### src/rtl/setbit_cmp_seq.sv
// Counts set (mode=0) or clear (mode=1) bits of two latched operands, one bit per cycle, then compares the counts.
// Latency WIDTH+1 cycles from the start edge to done; start is ignored while busy and accepted again in the done cycle.
module setbit_cmp_seq #(
    parameter int WIDTH = 8,
    parameter int CW    = $clog2(WIDTH + 1)
) (
    input  logic             clk,
    input  logic             rst,
    input  logic             start,
    input  logic             mode,
    input  logic [WIDTH-1:0] A,
    input  logic [WIDTH-1:0] B,
    output logic             busy,
    output logic             done,
    output logic [CW-1:0]    cntA,
    output logic [CW-1:0]    cntB,
    output logic             gt,
    output logic             lt,
    output logic             eq
);

    typedef enum logic [1:0] {
        IDLE  = 2'd0,
        COUNT = 2'd1,
        CMP   = 2'd2
    } state_t;

    localparam logic [CW-1:0] LAST_IDX = CW'(WIDTH - 1);

    state_t           state_q, state_d;
    logic [WIDTH-1:0] a_sh_q, b_sh_q;
    logic             mode_q;
    logic [CW-1:0]    idx_q;
    logic [CW-1:0]    ca_q, cb_q;
    logic [CW-1:0]    cnt_a_q, cnt_b_q;
    logic             gt_q, lt_q, eq_q, done_q;

    always_comb begin
        state_d = state_q;
        case (state_q)
            IDLE:    if (start) state_d = COUNT;
            COUNT:   if (idx_q == LAST_IDX) state_d = CMP;
            CMP:     state_d = IDLE;
            default: state_d = IDLE;
        endcase
    end

    always_ff @(posedge clk or posedge rst) begin
        if (rst) begin
            state_q <= IDLE;
        end else begin
            state_q <= state_d;
        end
    end

    // Shadow operands shift right so the bit under test is always bit 0.
    always_ff @(posedge clk or posedge rst) begin
        if (rst) begin
            a_sh_q  <= '0;
            b_sh_q  <= '0;
            mode_q  <= 1'b0;
            idx_q   <= '0;
            ca_q    <= '0;
            cb_q    <= '0;
            cnt_a_q <= '0;
            cnt_b_q <= '0;
            gt_q    <= 1'b0;
            lt_q    <= 1'b0;
            eq_q    <= 1'b0;
            done_q  <= 1'b0;
        end else begin
            done_q <= 1'b0;
            case (state_q)
                IDLE: begin
                    if (start) begin
                        a_sh_q <= A;
                        b_sh_q <= B;
                        mode_q <= mode;
                        idx_q  <= '0;
                        ca_q   <= '0;
                        cb_q   <= '0;
                    end
                end
                COUNT: begin
                    a_sh_q <= a_sh_q >> 1;
                    b_sh_q <= b_sh_q >> 1;
                    ca_q   <= ca_q + CW'(a_sh_q[0] ^ mode_q);
                    cb_q   <= cb_q + CW'(b_sh_q[0] ^ mode_q);
                    idx_q  <= idx_q + CW'(1);
                end
                CMP: begin
                    cnt_a_q <= ca_q;
                    cnt_b_q <= cb_q;
                    gt_q    <= (ca_q > cb_q);
                    lt_q    <= (ca_q < cb_q);
                    eq_q    <= (ca_q == cb_q);
                    done_q  <= 1'b1;
                end
                default: begin
                    done_q <= 1'b0;
                end
            endcase
        end
    end

    assign busy = (state_q != IDLE);
    assign done = done_q;
    assign cntA = cnt_a_q;
    assign cntB = cnt_b_q;
    assign gt   = gt_q;
    assign lt   = lt_q;
    assign eq   = eq_q;

endmodule

### config.mk
export PLATFORM = sky130hd
export DESIGN_NAME = setbit_cmp_seq
export DESIGN_NICKNAME = d
export VERILOG_FILES = /design/src/rtl/setbit_cmp_seq.sv
export SDC_FILE = /design/constraint.sdc
export NUM_CORES = 1
export LEC_CHECK = 0
export CAP_MARGIN = 20
export CORE_ASPECT_RATIO = 0.5
export CORE_UTILIZATION = 56
export CTS_CLUSTER_DIAMETER = 60
export DETAILED_ROUTE_END_ITERATION = 10
export GPL_TIMING_DRIVEN = 0
export HOLD_SLACK_MARGIN = 0.05
export PLACE_DENSITY = 0.84
export SYNTH_ARGS = -nofsm -noshare
export SYNTH_HDL_FRONTEND = slang
export SYNTH_SLANG_ARGS = --single-unit
### constraint.sdc
create_clock -name clk -period 4.22 [get_ports clk]
set_input_delay 0.844 -clock clk [delete_from_list [all_inputs] [get_ports clk]]
set_output_delay 0.844 -clock clk [all_outputs]
set_load 0.02 [all_outputs]
==> metrics.md <==
| Metric | Value |
|---|---|
| Outcome | `completed` |
| Largest net degree at the start of global routing | `44` |
| FMAX | `417 MHz` |
| Dpl hpwl | `2790 um` |
| Seq/Total Area, Yosys | `55.2%` |
| Unique masters post-synth | `26` |
| Setup CP Type | `register to primary output` |
| Syn Inst Count | `198` |
| Clk Latency, worst-skew pair | `0.30 ns` |
| Initial core utilization | `61.9%` |
| R2r worst-path depth | `5` |
| Final hold vios | `0` |
| Vias per cell | `5.49` |
| Syn Nets | `227` |
| Vias in the first global route | `1464` |
| Grt ovf | `0` |
| Routed length per instance | `14.4 um` |
| I/O pin count | `33` |
| Leak | `1.16 nW` |
| CP max FO | `5` |
| CTS tree | `built` |
| GR Util All Layers | `25.5%` |
| WP data arrival | `1.55 ns` |
| Number of fill cells | `222` |
| Async SR Flop Fraction | `100%` |
| Worst reg2reg endpoint | `gt` |
| Worst Hold Class | `register to register` |
| Hold buffer count at CTS | `0` |
| Clk slew on worst S/H paths | `0.08 ns` |
| Top post-synthesis cells by area | `dfrtp_1 55%, nand2_1 13%, ha_1 5.8%` |
| First-pass GRT wire length | `6860 um` |
| CTS sink cnt | `43` |
| Die Wd | `85.5 um` |
| FF-to-FF Start | `ca_q[1]` |
| Rel. slew slack | `41.0%` |
| Worst Skew | `0.00396 ns` |
| Critical path data required time | `3.38 ns` |
| Yosys reg bits | `43` |
| Max-cap viol count | `0` |
| Detailed Route Iter0 Violations | `47` |
| Post-synthesis area per instance | `9.85 um2` |
| Die area | `3740 um2` |
| 1st-pass router iterations | `4` |
| Final min period | `2.40 ns` |
| Cell Area, Synth | `1950 um2` |
| Setup slack after placement | `1.96 ns` |
| Post-cts resize count | `0` |
| Worst Tran Pin Value | `0.884 ns` |
| Port Buffer Count | `32` |
| Antenna Nets Post-Route | `0` |
| Clock Tree Buf Depth | `2` |
| PnR worst setup slack | `1.82 ns` |
| Initial antenna violation count | `0` |
| Syn. warnings | `0` |
| Yosys top cell by area | `dfrtp_1` |
| Postcts setup bufs | `0` |
| CORE AREA | `3150 um2` |
| Synth top cells by count | `67 x nand2_1, 43 x dfrtp_1, 14 x o21ai_0, 13 x a22oi_1, 9 x ha_1` |
| Routed WL | `4010 um` |
| Fin. max-slew vios | `0` |
| Max VDD drop | `0.000425 V` |
| Most instantiated library cell after synthesis | `nand2_1` |
| Hold_sp | `gt` |
| Rows | `14` |
| R2R setup slack | `2.68 ns` |
| Crit end category | `primary output` |
| Nets@finish | `266` |
| TritonCTS Buffers | `5` |
| DRC violations left | `0` |
| Worst Hold Path EP | `gt` |
| Hold path cells | `1` |
| Final period utilization | `56.8%` |
| Die Span Y | `43.7 um` |
| Setup violators final | `0` |
| Vias after detailed routing | `1527` |
| RD Place Congestion | `0.786` |
| Antenna Cells | `0` |
| H-Tree Depth | `2` |
| Synth Flop Type | `dfrtp_1` |
| Share of layout cells above drive strength 1 | `9.24%` |
| Share of the synthesized area in the top cell type | `55.2%` |
| RSZ-0062 raised after global routing | `no` |
| Area grow syn2layout | `24.1%` |
| Post-synth EDFFs | `0` |
| CP Launch Type | `register` |
| Power density cells | `765 nW/um2` |
| Root Driver | `clkbuf_8` |
| Setup_tns | `0 ns` |
-- placed cells by master, fill, tap and decap left out --
cell type,Yosys,routed
inv_1,6,5
nand2b_1,2,2
o21ai_1,5,5
nor2_4,1,1
nand4_1,4,4
o31ai_1,2,2
dfrtp_1,43,43
nor2b_1,1,1
o21ai_0,14,14
buf_2,3,3
xor2_1,2,2
nor3b_4,1,1
nor2b_4,1,1
inv_2,1,2
buf_6,6,6
nand2_1,67,67
o211ai_1,1,1
clkbuf_8,0,7
a21oi_1,2,2
nand3_1,6,6
clkbuf_1,0,1
nand2_2,1,1
ha_1,9,9
a21o_1,1,1
o22ai_1,1,1
nor3_1,2,2
clkdlybuf4s50_1,0,32
a22oi_1,13,13
nor2_1,3,3
-- per-stage QoR --
step	instance area, um2	power, mW	instances	hold WS [ns]	util [%]
finish	2420	1.85	278	0.484	76.8
global route	2420	2.00	278	0.503	76.8
floorplan	1950	1.27	198	0.445	-
CTS	2420	1.86	278	0.484	76.8
detailed placement	2320	1.56	270	0.465	73.6
global placement	2320	1.50	270	0.458	73.6
-- registers in the layout, summed over array words and instances, names as in the netlist --
register / cells
a_sh_q: 8
state_q: 2
lt: 1
gt: 1
cntA: 4
eq: 1
done: 1
ca_q: 4
idx_q: 4
cntB: 4
cb_q: 4
mode_q: 1
b_sh_q: 8
-- power by group --
part / leakage, nW / switching (mW) / total (mW) / internal [mW]
clock network: 0.0515 / 0.143 / 0.292 / 0.149
logic: 0.566 / 0.451 / 0.827 / 0.376
registers: 0.539 / 0.134 / 0.732 / 0.598
-- worst max-delay path, cell delays in order (launching register included) --
cell	delay [ns]
dfrtp_1	0.50
nor2_1	0.10
inv_1	0.06
clkdlybuf4s50_1	0.59
-- area by class of cell --
class,count,area (um2),area share (%)
flip-flops and latches,43,1080,44.4
multi-input cells,139,766,31.6
repair buffers,32,320,13.2
clock buffers,8,100,4.13
plain buffers,9,82.6,3.41
well taps,40,50.0,2.07
inverters,7,26.3,1.09
-- cell families (layout without fill, tap and decap cells) --
group | count (synthesis) | in the layout | synth area share, %
adder cells (fa/ha/maj) | 9 | 9 | 5.77
flip-flops | 43 | 43 | 55.2
XOR/XNOR | 2 | 2 | 0.898
AO/OA/AOI/OAI | 39 | 39 | 12.3
AND/OR/NAND/NOR | 89 | 89 | 20.3
buffers and inverters | 16 | 56 | 5.58
-- worst max-delay path by stage --
stage | startpoint | end | slack [ns]
2_1_floorplan | rst | a_sh_q[0] | 2.37
3_3_place_gp | rst | idx_q[1] | 1.55
3_5_place_dp | start | b_sh_q[5] | 1.96
4_1_cts | state_q[1] | busy | 1.82
5_1_grt | state_q[1] | busy | 1.73
6_report | state_q[1] | busy | 1.82
-- routing by layer --
layer / vias to the layer above / share of wire [%] / track usage [%]
li1: 745 / - / -
met1: 738 / 45 / 33.0
met2: 38 / 49 / 40.5
met3: 6 / 4.7 / 9.14
met4: 0 / 1.7 / 9.33
met5: - / 0 / 0
No activity file was read; power rests on OpenSTA's default activity.
